## src/rtl/mem_port_arbiter.sv

```systemverilog
// Shares one memory port between IFU and LSU: LSU-first arbitration with an IFU starvation guard,
// one outstanding transaction. Define MEM_ARB_RR_EN for round-robin arbitration instead.
module mem_port_arbiter #(
  parameter int ADDR_W     = 32,
  parameter int DATA_W     = 32,
  parameter int STARVE_MAX = 4
) (
  input  logic                clk,
  input  logic                rst,
  // instruction fetch
  input  logic                ifu_req_i,
  input  logic [ADDR_W-1:0]   ifu_addr_i,
  output logic                ifu_gnt_o,
  output logic                ifu_rvalid_o,
  output logic [DATA_W-1:0]   ifu_rdata_o,
  // load/store
  input  logic                lsu_req_i,
  input  logic                lsu_we_i,
  input  logic [ADDR_W-1:0]   lsu_addr_i,
  input  logic [DATA_W-1:0]   lsu_wdata_i,
  input  logic [DATA_W/8-1:0] lsu_wmask_i,
  output logic                lsu_gnt_o,
  output logic                lsu_rvalid_o,
  output logic [DATA_W-1:0]   lsu_rdata_o,
  // memory back end
  output logic                mem_req_o,
  output logic                mem_we_o,
  output logic [ADDR_W-1:0]   mem_addr_o,
  output logic [DATA_W-1:0]   mem_wdata_o,
  output logic [DATA_W/8-1:0] mem_wmask_o,
  input  logic                mem_gnt_i,
  input  logic                mem_rvalid_i,
  input  logic [DATA_W-1:0]   mem_rdata_i
);

  localparam int MASK_W = DATA_W / 8;

  localparam logic [1:0] S_IDLE = 2'd0;
  localparam logic [1:0] S_REQ  = 2'd1;
  localparam logic [1:0] S_RESP = 2'd2;

  localparam logic OWN_IFU = 1'b0;
  localparam logic OWN_LSU = 1'b1;

  typedef struct packed {
    logic              we;
    logic [ADDR_W-1:0] addr;
    logic [DATA_W-1:0] wdata;
    logic [MASK_W-1:0] wmask;
  } req_t;

  logic [1:0] state_q, state_d;
  logic       owner_q, owner_d;
  req_t       req_q, req_d;

  logic idle;
  logic pick_lsu;
  logic gnt_ifu, gnt_lsu;
  logic resp_fire;

  // Grants are only issued from IDLE; reset also masks them in the cycle it is asserted.
  assign idle = (state_q == S_IDLE) && !rst;

`ifdef MEM_ARB_RR_EN
  logic last_lsu_q, last_lsu_d;

  // On contention the side that was not granted last goes first.
  assign pick_lsu = lsu_req_i && (!ifu_req_i || !last_lsu_q);

  always_comb begin
    last_lsu_d = last_lsu_q;
    if (gnt_lsu)      last_lsu_d = 1'b1;
    else if (gnt_ifu) last_lsu_d = 1'b0;
  end

  always_ff @(posedge clk) begin
    if (rst) last_lsu_q <= 1'b0;
    else     last_lsu_q <= last_lsu_d;
  end
`else
  localparam logic [3:0] STARVE_LIM = 4'(STARVE_MAX);

  logic [3:0] starve_cnt_q, starve_cnt_d;

  assign pick_lsu = lsu_req_i && (!ifu_req_i || (starve_cnt_q != STARVE_LIM));

  // Counts LSU wins over a waiting IFU; any IFU grant or an idle IFU resets it.
  always_comb begin
    starve_cnt_d = starve_cnt_q;
    if (idle) begin
      if (gnt_ifu || !ifu_req_i)
        starve_cnt_d = 4'd0;
      else if (gnt_lsu && (starve_cnt_q != STARVE_LIM))
        starve_cnt_d = starve_cnt_q + 4'd1;
    end
  end

  always_ff @(posedge clk) begin
    if (rst) starve_cnt_q <= 4'd0;
    else     starve_cnt_q <= starve_cnt_d;
  end
`endif

  assign gnt_lsu = idle && pick_lsu;
  assign gnt_ifu = idle && ifu_req_i && !pick_lsu;

  always_comb begin
    state_d = state_q;
    owner_d = owner_q;
    req_d   = req_q;
    case (state_q)
      S_IDLE: begin
        if (gnt_lsu) begin
          owner_d     = OWN_LSU;
          req_d.we    = lsu_we_i;
          req_d.addr  = lsu_addr_i;
          req_d.wdata = lsu_wdata_i;
          req_d.wmask = lsu_wmask_i;
          state_d     = S_REQ;
        end else if (gnt_ifu) begin
          owner_d     = OWN_IFU;
          req_d.we    = 1'b0;
          req_d.addr  = ifu_addr_i;
          req_d.wdata = '0;
          req_d.wmask = '0;
          state_d     = S_REQ;
        end
      end
      S_REQ: begin
        if (mem_gnt_i) state_d = mem_rvalid_i ? S_IDLE : S_RESP;
      end
      S_RESP: begin
        if (mem_rvalid_i) state_d = S_IDLE;
      end
      default: state_d = S_IDLE;
    endcase
  end

  always_ff @(posedge clk) begin
    if (rst) begin
      state_q <= S_IDLE;
      owner_q <= OWN_IFU;
      req_q   <= '0;
    end else begin
      state_q <= state_d;
      owner_q <= owner_d;
      req_q   <= req_d;
    end
  end

  // A response counts only while a transaction is in flight; zero-latency completion is accepted in REQ.
  assign resp_fire = !rst &&
                     (((state_q == S_REQ) && mem_gnt_i && mem_rvalid_i) ||
                      ((state_q == S_RESP) && mem_rvalid_i));

  assign ifu_gnt_o    = gnt_ifu;
  assign lsu_gnt_o    = gnt_lsu;
  assign ifu_rvalid_o = resp_fire && (owner_q == OWN_IFU);
  assign lsu_rvalid_o = resp_fire && (owner_q == OWN_LSU);
  assign ifu_rdata_o  = ifu_rvalid_o ? mem_rdata_i : '0;
  assign lsu_rdata_o  = (lsu_rvalid_o && !req_q.we) ? mem_rdata_i : '0;

  assign mem_req_o   = !rst && (state_q == S_REQ);
  assign mem_we_o    = req_q.we;
  assign mem_addr_o  = req_q.addr;
  assign mem_wdata_o = req_q.wdata;
  assign mem_wmask_o = req_q.wmask;

endmodule

```

## config.mk

```make
export PLATFORM = sky130hd
export DESIGN_NAME = mem_port_arbiter
export DESIGN_NICKNAME = d
export VERILOG_FILES = /design/src/rtl/mem_port_arbiter.sv
export SDC_FILE = /design/constraint.sdc
export NUM_CORES = 1
export LEC_CHECK = 0
export ABC_AREA = 1
export CAP_MARGIN = 30
export CORE_ASPECT_RATIO = 1.1
export CORE_MARGIN = 8
export CORE_UTILIZATION = 39
export CTS_BUF_LIST = sky130_fd_sc_hd__clkbuf_4 sky130_fd_sc_hd__clkbuf_8
export DETAILED_ROUTE_END_ITERATION = 7
export PLACE_DENSITY = 0.88
export REMOVE_ABC_BUFFERS = 1
export SLEW_MARGIN = 20
export SYNTH_ARGS = -nofsm -noshare
export SYNTH_HDL_FRONTEND = slang
export SYNTH_SLANG_ARGS = --single-unit
```

## constraint.sdc

```tcl
create_clock -name clk -period 3.3 [get_ports clk]
set_clock_uncertainty 0.15 [all_clocks]
set_input_delay 0.66 -clock clk [delete_from_list [all_inputs] [get_ports clk]]
set_output_delay 0.66 -clock clk [all_outputs]
set_load 0.05 [all_outputs]
```

After elaboration in Yosys (flattened, before gate mapping)
Cells that the tools add are included. Widths: inputs -> output; s select.

Register bits: 76. Bits of input ports: 139. Output and inout port bits: 138.

Add/sub/neg operators: 1. Equality and inequality tests: 6. Multiplexer cells: 14. Bitwise logic cells: 1. Reductions and logical operators: 27.

Operator list (count): $mux 69 (2); $mux 32 (2); $logic_and 1x1->1 (14); $mux 2 (5); $mux 4 (2); $pmux 2 s3 (1); $add 4x1->4 const B (1); $logic_not 1->1 (4); $ne 2x2->1 const B (2); $ne 4x3->1 const B (1); $reduce_and 2->1 (2); $reduce_bool 2->1 (2); $logic_or 1x1->1 (3); $ne 3x3->1 const B (1); $reduce_and 3->1 (1); $eq 2x1->1 const B (1); $eq 2x2->1 const B (1); $logic_not 2->1 (1); $mux 1 (2); $not 1->1 (1).

Logic depth before layout (Yosys ltp)
Gate-level depths: netlist (run 1).

Depth after elaboration: 8. Mapped depth: 12. Mapped depth without buffers: 10.

Worst setup path after synthesis (run 1)
Ideal clock, no wire load.

Path type: input port to output port. Start point: input rst. End point: output lsu_rdata_o[10]. Arrival time: 2809 ps. Required time: 2490 ps. Slack: -319 ps. Cell stages on the path: 7. Buffers on the path: 2. Cell sequence: buf_2 -> inv_4 -> nand2_1 -> nor2_1 -> nand2_1 -> clkbuf_1 -> nor2_1.

Word-level cells in the longest chain between the ends: 5.

RTL lines: start: declaration (RTL line 9) `input logic rst,`; $logic_not 1->1 (RTL line 152) `assign resp_fire = !rst &&`; $logic_and 1x1->1 (RTL line 152); $logic_and 1x1->1 (RTL line 159) `assign lsu_rvalid_o = resp_fire && (owner_q == OWN_LSU);`; via lsu_rvalid_o (RTL line 23) `output logic lsu_rvalid_o,`; $logic_and 1x1->1 (RTL line 161) `assign lsu_rdata_o = (lsu_rvalid_o && !req_q.we) ? mem_rdata_i : '0;`; $mux 32 (RTL line 161); end: declaration (RTL line 24) `output logic [DATA_W-1:0] lsu_rdata_o,`.

The timed path passes the listed nets, and every way through them passes these cells.

Worst setup path in the final report (run 1)
Start point: input mem_gnt_i. End point: output lsu_rdata_o[31].

Word-level cells in the longest chain between the ends: 7.

RTL lines: start: declaration (RTL line 31) `input logic mem_gnt_i,`; $logic_and 1x1->1 (2 in series) (RTL line 153) `(((state_q == S_REQ) && mem_gnt_i && mem_rvalid_i) ||`; $logic_or 1x1->1 (RTL line 153); $logic_and 1x1->1 (RTL line 152); $logic_and 1x1->1 (RTL line 159); $logic_and 1x1->1 (RTL line 161); $mux 32 (RTL line 161).

No other way between the ends.

==> flow_metrics.py, run 1 <==
metrics = {
    "cts": {
        "cts_setup_buffers": 0,
        "cts-root-buf": "clkbuf_8",
        "clk_pin_slew_ps": 80,
        "cts_tree": "yes",
        "clockBufferDepth": 2,
        "clk_latency_ps": 340,
        "htreeDepth": 3,
        "numCtsBuffers": 9,
        "clock_sinks": 76,
    },
    "setup_path": {
        "r2r_end": "mem_addr_o[3]",
        "cp_max_fo": 28,
        "worstReg2RegStart": "starve_cnt_q[0]",
        "worst_ep_arrival_time_ps": 2360,
        "reg2reg_depth": 10,
        "startpoint_type": "input port",
        "endpoint_kind": "output port",
        "criticalPathCategory": "in -> out",
        "rrSetupSlack_ps": 940,
        "critPathRequiredTime_ps": 2490,
    },
    "synth": {
        "synth_top_area_share_pct": 38.2,
        "ys_seq_area_share_pct": 38.2,
        "synth_area_leaders": "dfxtp_1, nand2_1, nor2_1",
        "synth_cell_types": 24,
        "syn_area_per_cell_um2": 6.46,
        "netlist_area_um2": 3980,
        "syn_inst": 617,
        "synth_common_cells": "nand2_1, nor2_1, dfxtp_1",
        "synth_seq_cells": 76,
        "yosys.area.top_type": "dfxtp_1",
        "synth.most_common_cell": "nand2_1",
        "synth-main-ff-cell": "dfxtp_1",
        "synth_edf_count": 0,
        "yosys_warnings": 0,
        "synthArstFlopShare_pct": 0,
    },
    "detailed_routing": {
        "drt_iter0_markers": 403,
        "drc": 0,
        "totalWireLength_mm": 16.7,
        "num_vias": 4987,
        "vias_per_cell": 5.03,
        "first_pass_iters": 5,
        "drt.antenna.violating_nets": 0,
        "wl_per_cell_um": 16.8,
    },
    "timing": {
        "fmax_mhz": 315,
        "fin_crit_ps": 3170,
        "period_share_pct": 96.2,
        "relSlewSlack_pct": 50.0,
        "worst_pin_slew_ps": 750,
        "setup_viol_count_final": 0,
        "slew_violations": 0,
        "hold_viol": 0,
        "setup_slack_ps": 126,
    },
    "floorplanning": {
        "initial_utilization_pct": 40.3,
        "ios": 277,
        "dieArea_um2": 13700,
        "core_um2": 9890,
        "die_h_um": 122,
        "die_w_um": 112,
        "rows": 38,
    },
    "place": {
        "dp_cells": 975,
        "io_buffer_count": 276,
        "dp_worst_setup_slack_ps": 23.6,
        "place_congestion": 0.875,
        "place_area_um2": 7040,
        "place_hpwl_mm": 13.0,
    },
    "job": {
        "maxCapViolCount": 0,
    },
    "finish": {
        "layout.cells.non_filler": 991,
        "drive_above_1_share_pct": 12.4,
        "fin_area_um2": 7270,
        "diodes": 0,
        "finish.net_count": 1007,
        "area_delta_synth_final_pct": 82.6,
    },
    "status": {
        "status": "completed",
    },
    "hold_path": {
        "worstHoldStart": "mem_wmask_o[0]",
        "hold_depth": 2,
        "whs_endpoint": "mem_wmask_o[0]",
        "holdCritPathClass": "reg -> reg",
    },
    "global_route": {
        "groute.usage.overall_pct": 22.9,
        "grt_max_degree": 82,
        "grt_pass1_vias": 4962,
        "antenna_found_initial": 0,
        "grt_pass1_wl_mm": 25.4,
        "grt-ovfl-total": 0,
    },
    "pwr": {
        "ir_drop_mv": 0.286,
        "power.leakage_nw": 3.21,
        "cellPowerDensity_nw_per_um2": 374,
    },
}
-- logic make-up (layout without fill, tap and decap cells) --
logic type / Yosys count / count (layout) / synth area share (%)
flops: 76 / 76 / 38.2
compound gates: 45 / 45 / 5.65
buf+inv: 95 / 349 / 10.8
fa+ha+maj: 2 / 2 / 0.628
xor+xnor: 1 / 1 / 0.220
simple gates: 398 / 398 / 44.5
-- repair_timing --
action	CTS	global route
resized for setup	0	2
endpoints found under the setup margin	0	28
hold buffers	0	0
-- per-layer routing --
metal	up-vias	wire (um)	GRT usage, %
met5	-	0	0
met4	0	500	10.1
met3	44	1480	8.56
met2	230	8510	41.3
met1	2258	6160	23.6
li1	2455	-	-
-- critical path, stage by stage --
cell	delay, ps
clkdlybuf4s50_1	490
nand3_1	80
o21ai_1	80
nand2_1	100
nor2_2	200
nand2_2	140
buf_12	190
nor2_1	220
buf_12	180
-- worst max-delay path by stage --
stage | startpoint | end | slack [ps]
finish | mem_gnt_i | lsu_rdata_o[31] | 130
global placement | mem_gnt_i | lsu_rdata_o[16] | 100
CTS | mem_gnt_i | lsu_rdata_o[31] | 10
global route | mem_gnt_i | lsu_rdata_o[31] | -20
floorplan | rst | lsu_rdata_o[0] | -680
detailed placement | mem_gnt_i | lsu_rdata_o[31] | 20
-- power by group --
part | switching, mW | internal [mW] | leakage, nW
sequential | 0.0334 | 0.982 | 0.624
clock | 0.381 | 0.441 | 0.117
combinational | 0.519 | 0.367 | 2.47
total | 0.934 | 1.79 | 3.21
-- through the flow --
stage,util (%),hold slack [ps],setup TNS [ps],total power [mW]
after floorplan,-,310,-29530,1.51
after global placement,71.2,316,0,1.90
after detailed placement,71.2,327,0,1.92
after CTS,73.5,339,0,2.74
after global routing,73.6,355,-46.6,2.83
final,73.6,334,0,2.72
-- cells in the final DEF (no fill, tap or decap) --
cell type        instances
nor3_1                   1
clkdlybuf4s50_1        207
ha_1                     2
nor2_2                   3
inv_6                    3
clkbuf_8                 9
clkinv_4                 1
a21oi_1                 42
bufinv_16                2
nand2_2                  3
o21ai_1                  1
inv_2                    2
xnor2_1                  1
nand3b_1                32
inv_4                    2
dfxtp_1                 76
inv_1                   42
inv_8                    1
buf_4                   42
buf_12                  38
nand2_1                146
nand3_1                 43
nand4_1                 33
nand3_4                  1
nor2_1                 135
nand2_4                  1
o21ai_0                  2
-- layout make-up --
type | count | area, um^2
repair buffers | 287 | 3150
fillers | 767 | 2620
multi-input cells | 446 | 2050
flip-flops and latches | 76 | 1520
inverters | 46 | 178
well taps | 120 | 150
clock buffers | 9 | 124
clock inverters | 7 | 106
-- sequential cells by signal, summed over array words and instances (netlist names) --
name and count:
mem_wdata_o 32, state_q 2, mem_we_o 1, owner_q 1
starve_cnt_q 4, mem_wmask_o 4, mem_addr_o 32
No activity file was read; power rests on OpenSTA's default activity.
==> run 2: changes to the inputs <==
Settings changed: ABC_AREA 1 to default, CORE_UTILIZATION 39 to 40, PLACE_DENSITY 0.88 to 0.89.
==> flow_metrics.py, run 2 <==
metrics = {
    "status": {
        "status": "completed",
    },
    "floorplanning": {
        "core_um2": 9840,
        "ios": 277,
        "initial_utilization_pct": 41.1,
        "die_h_um": 122,
        "die_w_um": 112,
        "dieArea_um2": 13600,
        "rows": 38,
    },
    "synth": {
        "yosys_warnings": 0,
        "ys_seq_area_share_pct": 37.6,
        "synthArstFlopShare_pct": 0,
        "synth-main-ff-cell": "dfxtp_1",
        "synth_top_area_share_pct": 37.6,
        "synth_seq_cells": 76,
        "synth_common_cells": "dfxtp_1, a21oi_1, and2_1, nor3_1, clkbuf_1",
        "syn_area_per_cell_um2": 8.29,
        "netlist_area_um2": 4050,
        "syn_inst": 488,
        "synth_cell_types": 31,
        "synth.most_common_cell": "dfxtp_1",
        "yosys.area.top_type": "dfxtp_1",
        "synth_edf_count": 0,
        "synth_area_leaders": "dfxtp_1, a2111oi_2, and2_1",
    },
    "finish": {
        "fin_area_um2": 7750,
        "final_common_cell": "clkdlybuf4s50_1",
        "drive_above_1_share_pct": 19.0,
        "diodes": 0,
        "finish.net_count": 871,
        "final_cell_mix": "clkdlybuf4s50_1, dfxtp_1, a21oi_1",
        "area_delta_synth_final_pct": 91.4,
    },
    "global_route": {
        "use_met3_pct": 8.06,
        "grt_pass1_vias": 5003,
        "grt-ovfl-total": 0,
        "grt_pass1_wl_mm": 29.3,
        "grt_max_degree": 70,
        "use_met2_pct": 50.9,
        "groute.usage.overall_pct": 27.4,
        "use_met1_pct": 27.0,
        "top_usage_layer": "met2",
        "antenna_found_initial": 0,
    },
    "timing": {
        "setup_tns_ps": 0,
        "rsz0062_at_grt": "no",
        "setup_viol_count_final": 0,
        "period_share_pct": 96.5,
        "slew_violations": 0,
        "fin_crit_ps": 3190,
        "fin_hold_ws_ps": 328,
        "hold_viol": 0,
        "relSlewSlack_pct": 36.9,
        "fmax_mhz": 314,
        "worst_pin_slew_ps": 947,
    },
    "setup_path": {
        "endpoint_kind": "output port",
        "reg2reg_depth": 7,
        "startpoint_type": "input port",
        "worst_ep_arrival_time_ps": 2380,
        "r2r_end": "mem_addr_o[0]",
        "critPathLaunch": "mem_gnt_i",
        "critPathRequiredTime_ps": 2490,
        "cp_max_fo": 32,
        "criticalPathCategory": "in -> out",
        "worstReg2RegStart": "starve_cnt_q[0]",
        "rrSetupSlack_ps": 960,
    },
    "hold_path": {
        "worstHoldStart": "mem_wdata_o[3]",
        "whs_endpoint": "mem_wdata_o[3]",
        "holdCritPathClass": "reg -> reg",
        "hold_depth": 2,
    },
    "cts": {
        "clk_pin_slew_ps": 90,
        "cts-root-buf": "clkbuf_8",
        "cts_hold_buf": 0,
        "cts_tree": "yes",
        "htreeDepth": 3,
        "clk_latency_ps": 350,
        "clock_sinks": 76,
        "clockBufferDepth": 2,
        "numCtsBuffers": 9,
    },
    "pwr": {
        "p_seq_share_pct": 37.8,
        "cellPowerDensity_nw_per_um2": 354,
        "power.leakage_nw": 2.76,
        "switching_power_mw": 1.04,
        "comb_power_share_pct": 37.1,
        "clockPowerShare_pct": 25.1,
        "internal_power_mw": 1.71,
        "switching_share_pct": 37.9,
        "ir_drop_mv": 0.289,
        "finalPower_mw": 2.74,
    },
    "detailed_routing": {
        "totalWireLength_mm": 19.5,
        "wl_per_cell_um": 22.8,
        "first_pass_iters": 7,
        "drc": 0,
        "num_vias": 5042,
        "drt.antenna.violating_nets": 0,
        "vias_per_cell": 5.90,
        "drt_iter0_markers": 398,
    },
    "job": {
        "maxCapViolCount": 0,
    },
    "place": {
        "io_buffer_count": 276,
        "place_area_um2": 7550,
        "place_hpwl_mm": 15.0,
        "place_congestion": 0.808,
    },
}
run 2: changes by cell type after synthesis, moves of 38 or more:
| cell | previous run | this run |
|---|---|---|
| nand2_1 | 147 | 4 |
| nand3_1 | 43 | 3 |
| nor2_1 | 137 | 4 |
| and2_1 | 0 | 66 |
| nor3_1 | 1 | 66 |
| inv_1 | 42 | 4 |
run 2: worst max-delay path, cell delays in order:
cell,delay [ps]
clkdlybuf4s50_1,480
nand3b_1,180
a2111oi_4,380
buf_6,270
and2_1,230
buf_12,160
run 2: kinds of logic after synthesis:
kind of cell,after synthesis,synth area share [%]
flip-flops,76,37.6
buffers and inverters,66,6.86
adder cells (fa/ha/maj),2,0.618
AO/OA/AOI/OAI,147,26.2
AND/OR/NAND/NOR,197,28.7
run 2: area by class of cell:
type | count | area [um^2]
repair buffers | 293 | 3580
clock buffers | 9 | 124
multi-input cells | 346 | 2280
well taps | 120 | 150
inverters | 4 | 15.0
flip-flops and latches | 76 | 1520
clock inverters | 7 | 70.1
fillers | 616 | 2100
run 2: what timing repair did:
| action | CTS | global route |
|---|---|---|
| setup endpoints to repair | 0 | 1 |
| resized for setup | 0 | 1 |
| hold endpoints to repair | 0 | 0 |
| buffers inserted | 0 | 0 |
run 2: worst max path at each step:
stage | end | depth (start not counted)
4_1_cts | lsu_rdata_o[16] | 6
3_3_place_gp | lsu_rdata_o[22] | 6
3_5_place_dp | lsu_rdata_o[16] | 6
2_1_floorplan | ifu_rdata_o[0] | 3
6_report | lsu_rdata_o[16] | 6
5_1_grt | lsu_rdata_o[16] | 6
run 2: per-layer routing:
metal / share of wire [%] / vias to the layer above / wire length (um)
met5: 0 / - / 0
met4: 5.0 / 0 / 966
met3: 9.1 / 55 / 1770
met2: 52 / 302 / 10200
met1: 34 / 2401 / 6520
li1: - / 2284 / -
run 2: power by group through the flow:
stage                     clock network [mW]  registers (mW)  logic (mW)
after floorplan                            0            1.30       0.282
after global placement                     0            1.05       0.995
after detailed placement                   0            1.06        1.02
after CTS                              0.702            1.04        1.02
after global routing                   0.749            1.05        1.07
final                                  0.688            1.04        1.02
run 2: through the flow:
step	worst slack [ps]	util [%]	instances
2_1_floorplan	-1250	-	426
3_3_place_gp	216	76.7	839
3_5_place_dp	61.2	76.7	839
4_1_cts	60.8	78.7	855
5_1_grt	67.1	78.7	855
6_report	115	78.7	855
